## src/rtl/ram_1p_fifo_ctrl_if.sv

```systemverilog
// Push, pop and single-port RAM signal bundle for ram_1p_fifo_ctrl.
// slave = FIFO controller side, master = producer/consumer/RAM side.
interface ram_1p_fifo_ctrl_if #(
   parameter int Width = 32,
   parameter int Depth = 64
);
   localparam int Aw = $clog2(Depth);

   logic             push_valid_i;
   logic             push_ready_o;
   logic [Width-1:0] push_data_i;

   logic             pop_valid_o;
   logic             pop_ready_i;
   logic [Width-1:0] pop_data_o;

   logic             ram_req_o;
   logic             ram_write_o;
   logic [Aw-1:0]    ram_addr_o;
   logic [Width-1:0] ram_wdata_o;
   logic [Width-1:0] ram_wmask_o;
   logic [Width-1:0] ram_rdata_i;

   modport slave (
      input  push_valid_i, push_data_i, pop_ready_i, ram_rdata_i,
      output push_ready_o, pop_valid_o, pop_data_o,
      output ram_req_o, ram_write_o, ram_addr_o, ram_wdata_o, ram_wmask_o
   );

   modport master (
      output push_valid_i, push_data_i, pop_ready_i, ram_rdata_i,
      input  push_ready_o, pop_valid_o, pop_data_o,
      input  ram_req_o, ram_write_o, ram_addr_o, ram_wdata_o, ram_wmask_o
   );
endinterface

```

## src/rtl/ram_1p_fifo_ctrl.sv

```systemverilog
// FIFO controller over a single-port RAM with a 2-entry registered output buffer.
// Optional watermark output compiled in with `define I3C_RAM_FIFO_THLD_EN.
module ram_1p_fifo_ctrl #(
   parameter int  Width = 32,
   parameter int  Depth = 64,
   localparam int Aw    = $clog2(Depth)
) (
   input  logic          clk_i,
   input  logic          rst_i,
   input  logic          clr_i,
   ram_1p_fifo_ctrl_if.slave bus,
   output logic [Aw+1:0] depth_o,
   output logic          full_o,
   output logic          empty_o,
   input  logic [Aw+1:0] thld_i,
   output logic          thld_trig_o
);
   localparam logic [Aw:0] DepthC = (Aw+1)'(Depth);

   logic [Aw-1:0]    r_wr_ptr;
   logic [Aw-1:0]    r_rd_ptr;
   logic [Aw:0]      r_ram_count;
   logic             r_rd_pending;
   logic             r_rd_prio;
   logic             r_ob_head;
   logic [1:0]       r_ob_count;
   logic [Width-1:0] r_ob [2];

   logic       w_block;
   logic       w_pop_valid;
   logic       w_pop;
   logic       w_push_ready;
   logic       w_push;
   logic [2:0] w_ob_need;
   logic       w_rd_elig;
   logic       w_rd_issue;
   logic       w_ob_tail;

   // Reset and flush both freeze every transfer in the cycle they are high.
   assign w_block     = rst_i | clr_i;
   assign w_pop_valid = (r_ob_count != 2'd0);
   assign w_pop       = w_pop_valid & bus.pop_ready_i & ~w_block;

   // Entries already held or in flight toward the OB, net of this cycle's pop.
   assign w_ob_need = {1'b0, r_ob_count} + {2'b0, r_rd_pending};
   assign w_rd_elig = (r_ram_count != '0) && (w_ob_need < (3'd2 + {2'b0, w_pop}));

   assign w_push_ready = ~w_block & (r_ram_count < DepthC) & ~(r_rd_prio & w_rd_elig);
   assign w_push       = bus.push_valid_i & w_push_ready;
   assign w_rd_issue   = w_rd_elig & ~w_push & ~w_block;

   // OB holds at most one entry whenever a capture lands, so tail is head+count.
   assign w_ob_tail = r_ob_head ^ r_ob_count[0];

   assign bus.push_ready_o = w_push_ready;
   assign bus.pop_valid_o  = w_pop_valid;
   assign bus.pop_data_o   = r_ob[r_ob_head];

   assign bus.ram_req_o   = w_push | w_rd_issue;
   assign bus.ram_write_o = w_push;
   assign bus.ram_addr_o  = w_push ? r_wr_ptr : r_rd_ptr;
   assign bus.ram_wdata_o = bus.push_data_i;
   assign bus.ram_wmask_o = w_push ? {Width{1'b1}} : {Width{1'b0}};

   assign depth_o = {1'b0, r_ram_count} + (Aw+2)'(r_rd_pending) + (Aw+2)'(r_ob_count);
   assign empty_o = (depth_o == '0);
   assign full_o  = (r_ram_count == DepthC);

   always_ff @(posedge clk_i) begin
      if (w_block) begin
         r_wr_ptr     <= '0;
         r_rd_ptr     <= '0;
         r_ram_count  <= '0;
         r_rd_pending <= 1'b0;
         r_rd_prio    <= 1'b0;
         r_ob_head    <= 1'b0;
         r_ob_count   <= 2'd0;
         if (rst_i) begin
            r_ob <= '{default: '0};
         end
      end else begin
         if (w_push) begin
            r_wr_ptr <= r_wr_ptr + Aw'(1);
         end
         if (w_rd_issue) begin
            r_rd_ptr <= r_rd_ptr + Aw'(1);
         end

         if (w_push) begin
            r_ram_count <= r_ram_count + (Aw+1)'(1);
         end else if (w_rd_issue) begin
            r_ram_count <= r_ram_count - (Aw+1)'(1);
         end

         r_rd_pending <= w_rd_issue;

         // A read that lost to a push wins the next contested cycle.
         if (w_rd_issue) begin
            r_rd_prio <= 1'b0;
         end else if (w_rd_elig && w_push) begin
            r_rd_prio <= 1'b1;
         end

         if (r_rd_pending) begin
            r_ob[w_ob_tail] <= bus.ram_rdata_i;
         end
         if (w_pop) begin
            r_ob_head <= ~r_ob_head;
         end
         r_ob_count <= r_ob_count + {1'b0, r_rd_pending} - {1'b0, w_pop};
      end
   end

`ifdef I3C_RAM_FIFO_THLD_EN
   logic r_thld_trig;

   always_ff @(posedge clk_i) begin
      if (rst_i) begin
         r_thld_trig <= 1'b0;
      end else begin
         r_thld_trig <= (thld_i != '0) && (depth_o >= thld_i);
      end
   end

   assign thld_trig_o = r_thld_trig;
`else
   logic w_unused_thld;

   assign w_unused_thld = ^thld_i;
   assign thld_trig_o   = 1'b0;
`endif

endmodule

```

## src/flat_wrapper.sv

```systemverilog
// flat-port wrapper written by rule: the top's interface ports become plain ports
module ram_1p_fifo_ctrl_flat 
#(
   parameter int  Width = 32,
   parameter int  Depth = 64,
   localparam int Aw    = $clog2(Depth)
)
  (clk_i, rst_i, clr_i, depth_o, full_o, empty_o, thld_i, thld_trig_o, bus_push_valid_i, bus_push_data_i, bus_pop_ready_i, bus_ram_rdata_i, bus_push_ready_o, bus_pop_valid_o, bus_pop_data_o, bus_ram_req_o, bus_ram_write_o, bus_ram_addr_o, bus_ram_wdata_o, bus_ram_wmask_o);
  ram_1p_fifo_ctrl_if #(.Width(Width), .Depth(Depth)) bus_i ();
  input  logic clk_i;
  input  logic rst_i;
  input  logic clr_i;
  output logic [Aw+1:0] depth_o;
  output logic full_o;
  output logic empty_o;
  input  logic [Aw+1:0] thld_i;
  output logic thld_trig_o;
  input wire logic [$bits(bus_i.push_valid_i)-1:0] bus_push_valid_i;
  input wire logic [$bits(bus_i.push_data_i)-1:0] bus_push_data_i;
  input wire logic [$bits(bus_i.pop_ready_i)-1:0] bus_pop_ready_i;
  input wire logic [$bits(bus_i.ram_rdata_i)-1:0] bus_ram_rdata_i;
  output wire logic [$bits(bus_i.push_ready_o)-1:0] bus_push_ready_o;
  output wire logic [$bits(bus_i.pop_valid_o)-1:0] bus_pop_valid_o;
  output wire logic [$bits(bus_i.pop_data_o)-1:0] bus_pop_data_o;
  output wire logic [$bits(bus_i.ram_req_o)-1:0] bus_ram_req_o;
  output wire logic [$bits(bus_i.ram_write_o)-1:0] bus_ram_write_o;
  output wire logic [$bits(bus_i.ram_addr_o)-1:0] bus_ram_addr_o;
  output wire logic [$bits(bus_i.ram_wdata_o)-1:0] bus_ram_wdata_o;
  output wire logic [$bits(bus_i.ram_wmask_o)-1:0] bus_ram_wmask_o;
  assign bus_i.push_valid_i = bus_push_valid_i;
  assign bus_i.push_data_i = bus_push_data_i;
  assign bus_i.pop_ready_i = bus_pop_ready_i;
  assign bus_i.ram_rdata_i = bus_ram_rdata_i;
  assign bus_push_ready_o = bus_i.push_ready_o;
  assign bus_pop_valid_o = bus_i.pop_valid_o;
  assign bus_pop_data_o = bus_i.pop_data_o;
  assign bus_ram_req_o = bus_i.ram_req_o;
  assign bus_ram_write_o = bus_i.ram_write_o;
  assign bus_ram_addr_o = bus_i.ram_addr_o;
  assign bus_ram_wdata_o = bus_i.ram_wdata_o;
  assign bus_ram_wmask_o = bus_i.ram_wmask_o;
  ram_1p_fifo_ctrl #(.Width(Width), .Depth(Depth)) u_core (.clk_i(clk_i), .rst_i(rst_i), .clr_i(clr_i), .bus(bus_i), .depth_o(depth_o), .full_o(full_o), .empty_o(empty_o), .thld_i(thld_i), .thld_trig_o(thld_trig_o));
endmodule
```

## config.mk

```make
export PLATFORM = sky130hd
export DESIGN_NAME = ram_1p_fifo_ctrl_flat
export DESIGN_NICKNAME = d
export VERILOG_FILES = /design/src/rtl/ram_1p_fifo_ctrl_if.sv /design/src/rtl/ram_1p_fifo_ctrl.sv /design/src/flat_wrapper.sv
export SDC_FILE = /design/constraint.sdc
export NUM_CORES = 1
export LEC_CHECK = 0
export BUFFER_PORTS_ARGS = -buffer_cell sky130_fd_sc_hd__buf_2
export CORE_MARGIN = 2
export CORE_UTILIZATION = 30
export CTS_CLUSTER_SIZE = 12
export DETAILED_ROUTE_END_ITERATION = 8
export MAX_ROUTING_LAYER = met4
export PLACE_DENSITY = 0.51
export SLEW_MARGIN = 5
export SYNTH_ARGS = -nofsm -noshare
export SYNTH_HDL_FRONTEND = slang
export SYNTH_SLANG_ARGS = --single-unit
```

## constraint.sdc

```tcl
create_clock -name clk_i -period 6 [get_ports clk_i]
set_clock_uncertainty 0.15 [all_clocks]
set_input_delay 1.2 -clock clk_i [delete_from_list [all_inputs] [get_ports clk_i]]
set_output_delay 1.2 -clock clk_i [all_outputs]
set_load 0.02 [all_outputs]
```

Word-level counts from Yosys, hierarchy flattened

Index checks and enable logic that the tools add are counted.

$add $sub $neg: 10
$lt $le $gt $ge: 5
Equality and inequality tests: 2
Mux-type cells: 13
Bitwise logic cells: 17
Reduce and logical (&&, ||, !) cells: 10

Operators with widths:

| operator                                                 | number |
|---|---|
| two-way mux 64 bit                                       | 3 |
| two-way mux 32 bit                                       | 5 |
| bitwise mux 64 bit                                       | 1 |
| demux 32 bit (select 1 bit)                              | 1 |
| two-way mux 7 bit                                        | 2 |
| adder 6 x 1 -> 6 bit, second input constant              | 2 |
| adder 7 x 1 -> 8 bit                                     | 1 |
| adder 8 x 2 -> 8 bit                                     | 1 |
| bitwise AND 1 bit                                        | 8 |
| zero test 8 bit                                          | 1 |
| adder 7 x 1 -> 7 bit, second input constant              | 1 |
| equality test 7 bit, second input constant               | 1 |
| < comparator 7 bit, second input constant                | 1 |
| nonzero test 7 bit                                       | 1 |
| subtractor 7 x 1 -> 7 bit, second input constant         | 1 |
| two-way mux 6 bit                                        | 1 |
| nonzero test 2 bit                                       | 3 |
| greater-or-equal comparator 2 bit, second input constant | 2 |
| NOT 1 bit                                                | 4 |
| NOT 1 -> 2 bit                                           | 2 |
| adder 2 x 1 -> 3 bit                                     | 1 |
| adder 2 x 1 -> 3 bit, first input constant               | 1 |
| logical AND 1 bit                                        | 3 |
| < comparator 3 bit                                       | 1 |
| other kinds (8)                                          | 9 |

Register bits: 88
Input port bits: 77
Output and inout port bits: 117
Logic and storage cells: 66

Depth between registers and ports, before layout

Gate-level depths: netlist of the first run.

Depth after elaboration: 15
Depth in mapped cells: 14
Depth with buffers taken out: 13

Worst setup path after synthesis of the first run

Ideal clock, no wire load.

Path kind: input port to flip-flop
From: input clr_i
To: register u_core.r_ob[0] in the netlist's numbering, enable pin
Library setup time: 0.499 ns
Data arrival time: 4.181 ns
Data required time: 5.351 ns
Slack: 1.170 ns
Stages on the path: 1
Path buffers: 0
Cell sequence: o21bai_1

Longest elaborated chain between the ends: 3
Elaborated cells on any way between the ends: 4
Classes of those cells: eq/ne (1); bitwise (1); reduce/logical (2)

RTL lines:

| what                                                          | RTL line                | source |
|---|---|---|
| start, declared                                               | flat_wrapper.sv:12      | `input logic clr_i;` |
| bitwise OR 1 bit *                                            | ram_1p_fifo_ctrl.sv:40  | `assign w_block = rst_i \| clr_i;` |
| != test 2 bit (no line) or nonzero test 2 bit (tied branches) | --                      |  |
| AND reduction 2 bit (no line) *                               | --                      |  |
| end signal, assigned by index                                 | ram_1p_fifo_ctrl.sv:105 | `r_ob[w_ob_tail] <= bus.ram_rdata_i;` |
| end, declared                                                 | ram_1p_fifo_ctrl.sv:27  | `logic [Width-1:0] r_ob [2];` |

Mark *: on every way between the ends. The rest lies on a longest branch, timed or not.
A chain may end at the register's enable or synchronous reset.

Worst setup path after layout of the first run

From: register u_core.r_ob_count[0]
To: output empty_o

Longest elaborated chain between the ends: 2

RTL lines:

| what                   | RTL line                | source |
|---|---|---|
| start, declared        | ram_1p_fifo_ctrl.sv:26  | `logic [1:0] r_ob_count;` |
| start signal, assigned | ram_1p_fifo_ctrl.sv:110 | `r_ob_count <= r_ob_count + {1'b0, r_rd_pending} - {1'b0, w_pop};` |
| adder 8 x 2 -> 8 bit   | ram_1p_fifo_ctrl.sv:65  | `assign depth_o = {1'b0, r_ram_count} + (Aw+2)'(r_rd_pending) + (Aw+2)'(r_ob_count);` |
| zero test 8 bit        | ram_1p_fifo_ctrl.sv:66  | `assign empty_o = (depth_o == '0);` |
| end, declared          | flat_wrapper.sv:15      | `output logic empty_o;` |

No other way between the ends.

==> results of run 1 <==
## per-stage QoR
step	instances	util	hold slack [ps]	total power, mW	instance area (µm²)
after floorplan	567	-	301	0.929	5370
after global placement	824	0.328	323	0.952	5720
after detailed placement	824	0.328	353	0.960	5720
after CTS	840	0.347	363	1.58	6040
after global routing	841	0.347	366	1.63	6040
final	841	0.347	362	1.56	6040
## flip-flops by register name, indices dropped and copies added (netlist names)
| signal | count |
|---|---|
| u_core.r_ob | 64 |
| u_core.r_ob_count | 2 |
| u_core.r_ob_head | 1 |
| u_core.r_ram_count | 7 |
| u_core.r_rd_pending | 1 |
| u_core.r_rd_prio | 1 |
| u_core.r_rd_ptr | 6 |
| u_core.r_wr_ptr | 6 |
## power by group through the flow
stage                     Sequential [mW]  Clock (mW)  Combinational [mW]
after detailed placement            0.725           0               0.235
after global placement              0.722           0               0.230
final                               0.711       0.612               0.233
after global routing                0.716       0.653               0.258
after floorplan                     0.720           0               0.209
after CTS                           0.712       0.632               0.236
## how the worst max path moves through the flow
stage	start	to	slack (ps)
after detailed placement	bus_pop_ready_i	u_core.r_ram_count[6]$_SDFFE_PP0P_	1390
final	u_core.r_ob_count[0]$_SDFF_PP0_	empty_o	1370
after global placement	clr_i	bus_ram_addr_o[4]	1490
after floorplan	clr_i	u_core.r_ob[0]$_SDFFCE_PP0P_	1170
after global routing	u_core.r_ob_count[0]$_SDFF_PP0_	empty_o	1130
after CTS	u_core.r_ob_count[0]$_SDFF_PP0_	empty_o	1310
## cell families (layout without fill, tap and decap cells)
logic type / count (synthesis) / after routing / synth area share
AO/OA/AOI/OAI: 102 / 102 / 0.114
adder cells (fa/ha/maj): 15 / 15 / 0.0392
multiplexers: 40 / 40 / 0.0876
buffers and inverters: 107 / 155 / 0.123
XOR/XNOR: 18 / 18 / 0.0294
flip-flops: 88 / 88 / 0.447
AND/OR/NAND/NOR: 196 / 196 / 0.159
other: 1 / 2 / 0.000698
## critical path: cells and delay by family (launching register included)
family,cells,cell delay (ps)
xor gates and xnor gates,1,160
adders and majority gates,2,910
buffers and inverters,2,310
DFF,1,570
and+or+nand+nor,4,990
## layout by cell type, fill, tap and decap left out, types with 3 or more instances in the layout
cell type and instances:
sky130_fd_sc_hd__nand2_1 139, sky130_fd_sc_hd__buf_2 120, sky130_fd_sc_hd__a21oi_1 75, sky130_fd_sc_hd__edfxtp_1 64, sky130_fd_sc_hd__mux2_2 32, sky130_fd_sc_hd__dfxtp_1 23, sky130_fd_sc_hd__nor2_1 20, sky130_fd_sc_hd__inv_1 13
sky130_fd_sc_hd__ha_1 12, sky130_fd_sc_hd__xnor2_1 11, sky130_fd_sc_hd__clkbuf_16 9, sky130_fd_sc_hd__o21ai_0 7, sky130_fd_sc_hd__nand3_1 7, sky130_fd_sc_hd__mux2_4 6, sky130_fd_sc_hd__xor2_1 5, sky130_fd_sc_hd__buf_4 5
sky130_fd_sc_hd__a211oi_1 4, sky130_fd_sc_hd__a21o_1 4, sky130_fd_sc_hd__or4_4 3, sky130_fd_sc_hd__nor2b_1 3, sky130_fd_sc_hd__nor4_1 3, sky130_fd_sc_hd__or4_1 3, sky130_fd_sc_hd__and3_1 3, sky130_fd_sc_hd__fa_1 3
## routing by layer
layer | wire length (µm) | up-vias | track usage
li1 | - | 1976 | -
met1 | 5400 | 1827 | 0.155
met2 | 5810 | 93 | 0.210
met3 | 669 | 20 | 0.0280
met4 | 202 | 0 | 0.0522
met5 | 0 | - | -
## layout make-up
cell class | count | area, µm²
diodes | 1 | 2.50
clock inverters | 7 | 93.8
repair buffers | 125 | 638
clock buffers | 9 | 225
fillers | 1820 | 11400
well taps | 225 | 282
inverters | 14 | 52.6
multi-input cells | 372 | 2340
flip-flops and latches | 88 | 2400
==> results.yml, run 1 <==
synthesis:
  ys.warnings.count: 0
  post_synth_instance_area_um2: 5370
  synth_most_common_cell: "sky130_fd_sc_hd__nand2_1"
  number_of_register_bits_inferred_by_synthesis: 88
  synth_area_per_cell_um2: 9.47
  postSynthNetCount: 659
  synth_sequential_area_ratio: 0.447
  synth.top_cell.area_share: 0.358
  ys_async_sr_fraction: 0
  synth_edf_count: 64
  netlist.top_cell.by_area: "sky130_fd_sc_hd__edfxtp_1"
  syn-instance-count: 567
  synth_top_cells_by_count: "139 x sky130_fd_sc_hd__nand2_1, 75 x sky130_fd_sc_hd__a21oi_1, 66 x sky130_fd_sc_hd__buf_4"
  synth-main-ff-cell: "sky130_fd_sc_hd__edfxtp_1"
  synth_area_leaders: "sky130_fd_sc_hd__edfxtp_1 36%, sky130_fd_sc_hd__nand2_1 9.7%, sky130_fd_sc_hd__buf_4 9.2%, sky130_fd_sc_hd__dfxtp_1 8.9%, sky130_fd_sc_hd__a21oi_1 7.0%"
  synth_cell_type_count: 51
sta:
  report.final.slew_viol_count: 0
  setup_viol_count_final: 0
  post-route-period-util: 0.771
  postLayoutSetupSlackWorst_ps: 1370
  period_minus_slack_ps: 4630
  max-slew-margin-rel: 0.250
  finalSetupTns_ps: 0
  max_freq_mhz: 216
  slew_worst_pin_ps: 1120
  rsz0062_at_grt: "no"
  report.final.hold_viol_count: 0
floorplanning:
  io_pins: 194
  start_util: 0.308
  fp.dieArea_um2: 19000
  fp.coreArea_um2: 17400
  die-width_um: 138
  fp-row-count: 48
  chipHeight_um: 138
hold_path:
  worst_hold_path.num_cells: 2
  worst_min_path_start: "u_core.r_rd_ptr[5]$_SDFFE_PP0P_"
  whs_endpoint: "u_core.r_rd_ptr[5]$_SDFFE_PP0P_"
  hold_path.class: "register to register"
clock_network:
  htree_num_levels: 3
  tritoncts: "yes"
  clk_latency_ps: 350
  cts-hold-fix-buffers: 0
  clock_edge_transition_at_the_registers_on_the_reported_setup_and_hold_paths_ps: 70
  cts_resized: 0
  cts_setup_buffers: 0
  clockBufferDepth: 2
  number_of_buffers_created_by_cts: 9
  cts_root_buffer: "sky130_fd_sc_hd__clkbuf_16"
  tritoncts_num_sinks: 88
critical_path:
  path_common_cell: "sky130_fd_sc_hd__fa_1"
  path_cells: "inv_1 > fa_1 > fa_1 > nand3b_1 > xnor2_1 > or4_1 > nor4_1 > nor2b_1 > buf_2"
  timing.critical_path.slowest_cell_delay_ps: 570
  slowest_stage: "sky130_fd_sc_hd__dfxtp_1"
  worst-r2r-cell-count: 11
  path_max_fanout: 6
  reg2reg_slack_ps: 1900
  critical_path_arrival_ps: 3280
  worstSetupStartpointType: "register"
  critPathRequiredTime_ps: 4650
  rr_endpoint: "u_core.r_ram_count[6]$_SDFFE_PP0P_"
  worst_setup_path_end_kind: "output pin"
  critical_path.reg2reg.startpoint: "u_core.r_ram_count[0]$_SDFFE_PP0P_"
  criticalPathCategory: "register to output pin"
route:
  routed_wire_length_per_instance_um: 14.4
  first_pass_iters: 4
  detail_route.vias_per_cell: 4.66
  vias: 3916
  wl_final_mm: 12.1
  remaining_drc_errors: 0
  drt_initial_violations: 252
  antenna_left: 0
final_layout:
  syn_to_final_growth_pct: 12.5
  fin_nets: 702
  post_route_cells_drive_above_1_share: 0.317
power:
  power_frac_clock: 0.393
  switchingPower_mw: 0.416
  vdd_drop_max_v: 0.000128
  combPwrFrac: 0.150
  power.density_nw_per_um2: 258
  sw_frac_of_total: 0.267
  power.sequential.fraction: 0.457
  cellInternalPower_mw: 1.14
  power.leakage_nw: 2.54
global_route:
  grtUsageTotal: 0.129
  grt_antenna_before_repair: 1
  global_route.overflow_total: 0
  grt_start_max_net_pins: 87
  grt_first_pass_wirelength_mm: 18.5
  grt_pass1_vias: 3730
placement:
  dp_slack_ps: 1390
  hpwl_detailed_mm: 7.99
  io_buffer_count: 120
  finalWeightedCongestion: 0.712
run_status:
  status: "complete, no violations"
flow_run:
  drv.max_cap_violation_count: 0
(Power assumes the default switching activity.)
==> run 2: changes to the inputs <==
Settings changed: PLACE_DENSITY 0.51 to 0.53.
Clock period 6 ns to 4.1 ns, I/O delays scaled along.
==> run 2 against run 1 <==
Clock power is 44% higher. Routed wire length is 0.85% lower. Non-clock buffer count is 7 higher. Combinational power is 49% higher. Critical path type unchanged.
==> results.yml, run 2 (same netlist as run 1, synthesis figures left out) <==
run_status:
  status: "complete, no violations"
critical_path:
  worstSetupStartpointType: "register"
  worst_setup_path_end_kind: "output pin"
  critical_path_depth: 10
  timing.critical_path.slowest_cell_delay_ps: 520
  worst-r2r-cell-count: 14
  critical_path_arrival_ps: 2990
  critPathRequiredTime_ps: 3130
  critPathBufInv: 3
  path_max_fanout: 39
  criticalPathCategory: "register to output pin"
  path_cells: "buf_4 > ha_1 > ha_1 > or4_4 > o22ai_4 > a31oi_4 > and2_4 > buf_4 > mux2_4 > buf_2"
  path_delay_family: "simple AND/OR/NAND/NOR gates"
  slowest_stage: "sky130_fd_sc_hd__or4_4"
sta:
  finalSetupTns_ps: 0
  period_minus_slack_ps: 3960
  report.final.hold_viol_count: 0
  post-route-period-util: 0.965
  report.final.slew_viol_count: 0
  max_freq_mhz: 253
  setup_viol_count_final: 0
  max-slew-margin-rel: 0.368
  slew_worst_pin_ps: 947
  rsz0062_at_grt: "no"
floorplanning:
  chipHeight_um: 138
  fp-row-count: 48
  fp.dieArea_um2: 19000
  die-width_um: 138
  io_pins: 194
  fp.coreArea_um2: 17400
  start_util: 0.308
global_route:
  grt_first_pass_wirelength_mm: 18.3
  grtUsageTotal: 0.128
  grt_antenna_before_repair: 0
  grt_start_max_net_pins: 86
  global_route.overflow_total: 0
  grt_pass1_vias: 3734
route:
  routed_wire_length_per_instance_um: 14.1
  detail_route.vias_per_cell: 4.72
  first_pass_iters: 4
  drt_initial_violations: 149
  antenna_left: 0
  vias: 3997
  remaining_drc_errors: 0
  wl_final_mm: 12.0
placement:
  hpwl_detailed_mm: 8.19
  finalWeightedCongestion: 0.737
  io_buffer_count: 120
  place_inst: 829
power:
  power.density_nw_per_um2: 371
  power.leakage_nw: 2.59
  vdd_drop_max_v: 0.000194
final_layout:
  n_diodes: 0
  multi_input_area_um2: 2350
  sequential_standard_cell_area_um2: 2400
  most_common_cell_after_layout_fill_and_taps_aside: "sky130_fd_sc_hd__nand2_1"
  largest_register_by_flop_count: "u_core.r_ob"
  commonest_non_fill_non_tap_cells_in_the_layout: "139 x sky130_fd_sc_hd__nand2_1, 120 x sky130_fd_sc_hd__buf_2, 75 x sky130_fd_sc_hd__a21oi_1"
  final_std_cells_w_o_fill: 847
  fin_nets: 709
  largest_reg_flops: 64
  nFillCells: 1811
  post_route_cells_drive_above_1_share: 0.330
  largestRegisters: "u_core.r_ob (64), u_core.r_ram_count (7)"
  syn_to_final_growth_pct: 14.1
clock_network:
  number_of_buffers_created_by_cts: 9
  cts_root_buffer: "sky130_fd_sc_hd__clkbuf_16"
  clockBufferDepth: 2
  clk_latency_ps: 340
  htree_num_levels: 3
  tritoncts: "yes"
  clock_edge_transition_at_the_registers_on_the_reported_setup_and_hold_paths_ps: 60
  cts-hold-fix-buffers: 0
  tritoncts_num_sinks: 88
hold_path:
  worst_hold_path.num_cells: 2
  hold_path.class: "register to register"
flow_run:
  drv.max_cap_violation_count: 0
[run 2: cell count changes in the layout (fill, tap and decap cells not counted), moves of 2 or more]
cell,before,now
sky130_fd_sc_hd__buf_12,0,2
sky130_fd_sc_hd__fa_1,3,1
sky130_fd_sc_hd__clkinv_4,0,2
sky130_fd_sc_hd__fa_2,0,2
sky130_fd_sc_hd__buf_4,5,10
[run 2: layout make-up]
cell class,instances,area share
clock inverter,6,0.0149
inverter,14,0.00858
clock buffer,10,0.0374
multi-input combinational,372,0.384
timing repair buffer,132,0.117
tap,225,0.0460
sequential,88,0.393
[run 2: per-layer routing]
metal | GRT usage | routed length [µm] | up-vias
met5 | - | 0 | -
met4 | 0.0357 | 131 | 0
met3 | 0.0405 | 756 | 15
met2 | 0.218 | 5920 | 105
met1 | 0.145 | 5160 | 1892
li1 | - | - | 1985
[run 2: what timing repair did]
item / in CTS / in global routing
endpoints found under the setup margin: 0 / 7
endpoints found under the hold margin: 0 / 0
buffers inserted: 0 / 2
gates resized for setup: 0 / 3
[run 2: final timing paths]
kind / endpoint / slack (ps) / startpoint
worst min-delay path: u_core.r_wr_ptr[1]$_SDFFE_PP0P_ / 350 / u_core.r_wr_ptr[1]$_SDFFE_PP0P_
worst min register to register: u_core.r_wr_ptr[1]$_SDFFE_PP0P_ / 350 / u_core.r_wr_ptr[1]$_SDFFE_PP0P_
worst max-delay path: bus_ram_addr_o[2] / 140 / u_core.r_ob_count[0]$_SDFF_PP0_
worst max register to register: u_core.r_ram_count[5]$_SDFFE_PP0P_ / 460 / u_core.r_ob_count[0]$_SDFF_PP0_
[run 2: metrics by stage]
stage                     area, µm²  total power [mW]   util  worst slack [ps]  hold slack (ps)
after floorplan                5370              1.36      -               346              301
after global placement         5780              1.40  0.332               349              330
after detailed placement       5780              1.41  0.332               311              338
after CTS                      6100              2.31  0.350              63.8              350
after global routing           6120              2.39  0.352              20.0              366
final                          6120              2.27  0.352               142              347
[run 2: report_power, final]
part | switching (mW) | total, mW | internal, mW | leakage, nW
Sequential | 0.0306 | 1.04 | 1.01 | 0.856
Combinational | 0.218 | 0.348 | 0.131 | 1.58
Clock | 0.347 | 0.884 | 0.537 | 0.157
Total | 0.595 | 2.27 | 1.68 | 2.59
[run 2: worst register-to-register path, cell delays in order, from the launching register on]
cell,delay (ps)
sky130_fd_sc_hd__dfxtp_1,310
sky130_fd_sc_hd__buf_4,170
sky130_fd_sc_hd__ha_1,210
sky130_fd_sc_hd__ha_1,240
sky130_fd_sc_hd__or4_4,520
sky130_fd_sc_hd__o22ai_4,210
sky130_fd_sc_hd__a31oi_4,110
sky130_fd_sc_hd__and2_4,180
sky130_fd_sc_hd__inv_1,200
sky130_fd_sc_hd__ha_1,340
sky130_fd_sc_hd__and2_1,190
sky130_fd_sc_hd__a311o_1,310
sky130_fd_sc_hd__a21oi_1,170
sky130_fd_sc_hd__xor2_1,140
sky130_fd_sc_hd__o21ai_0,80
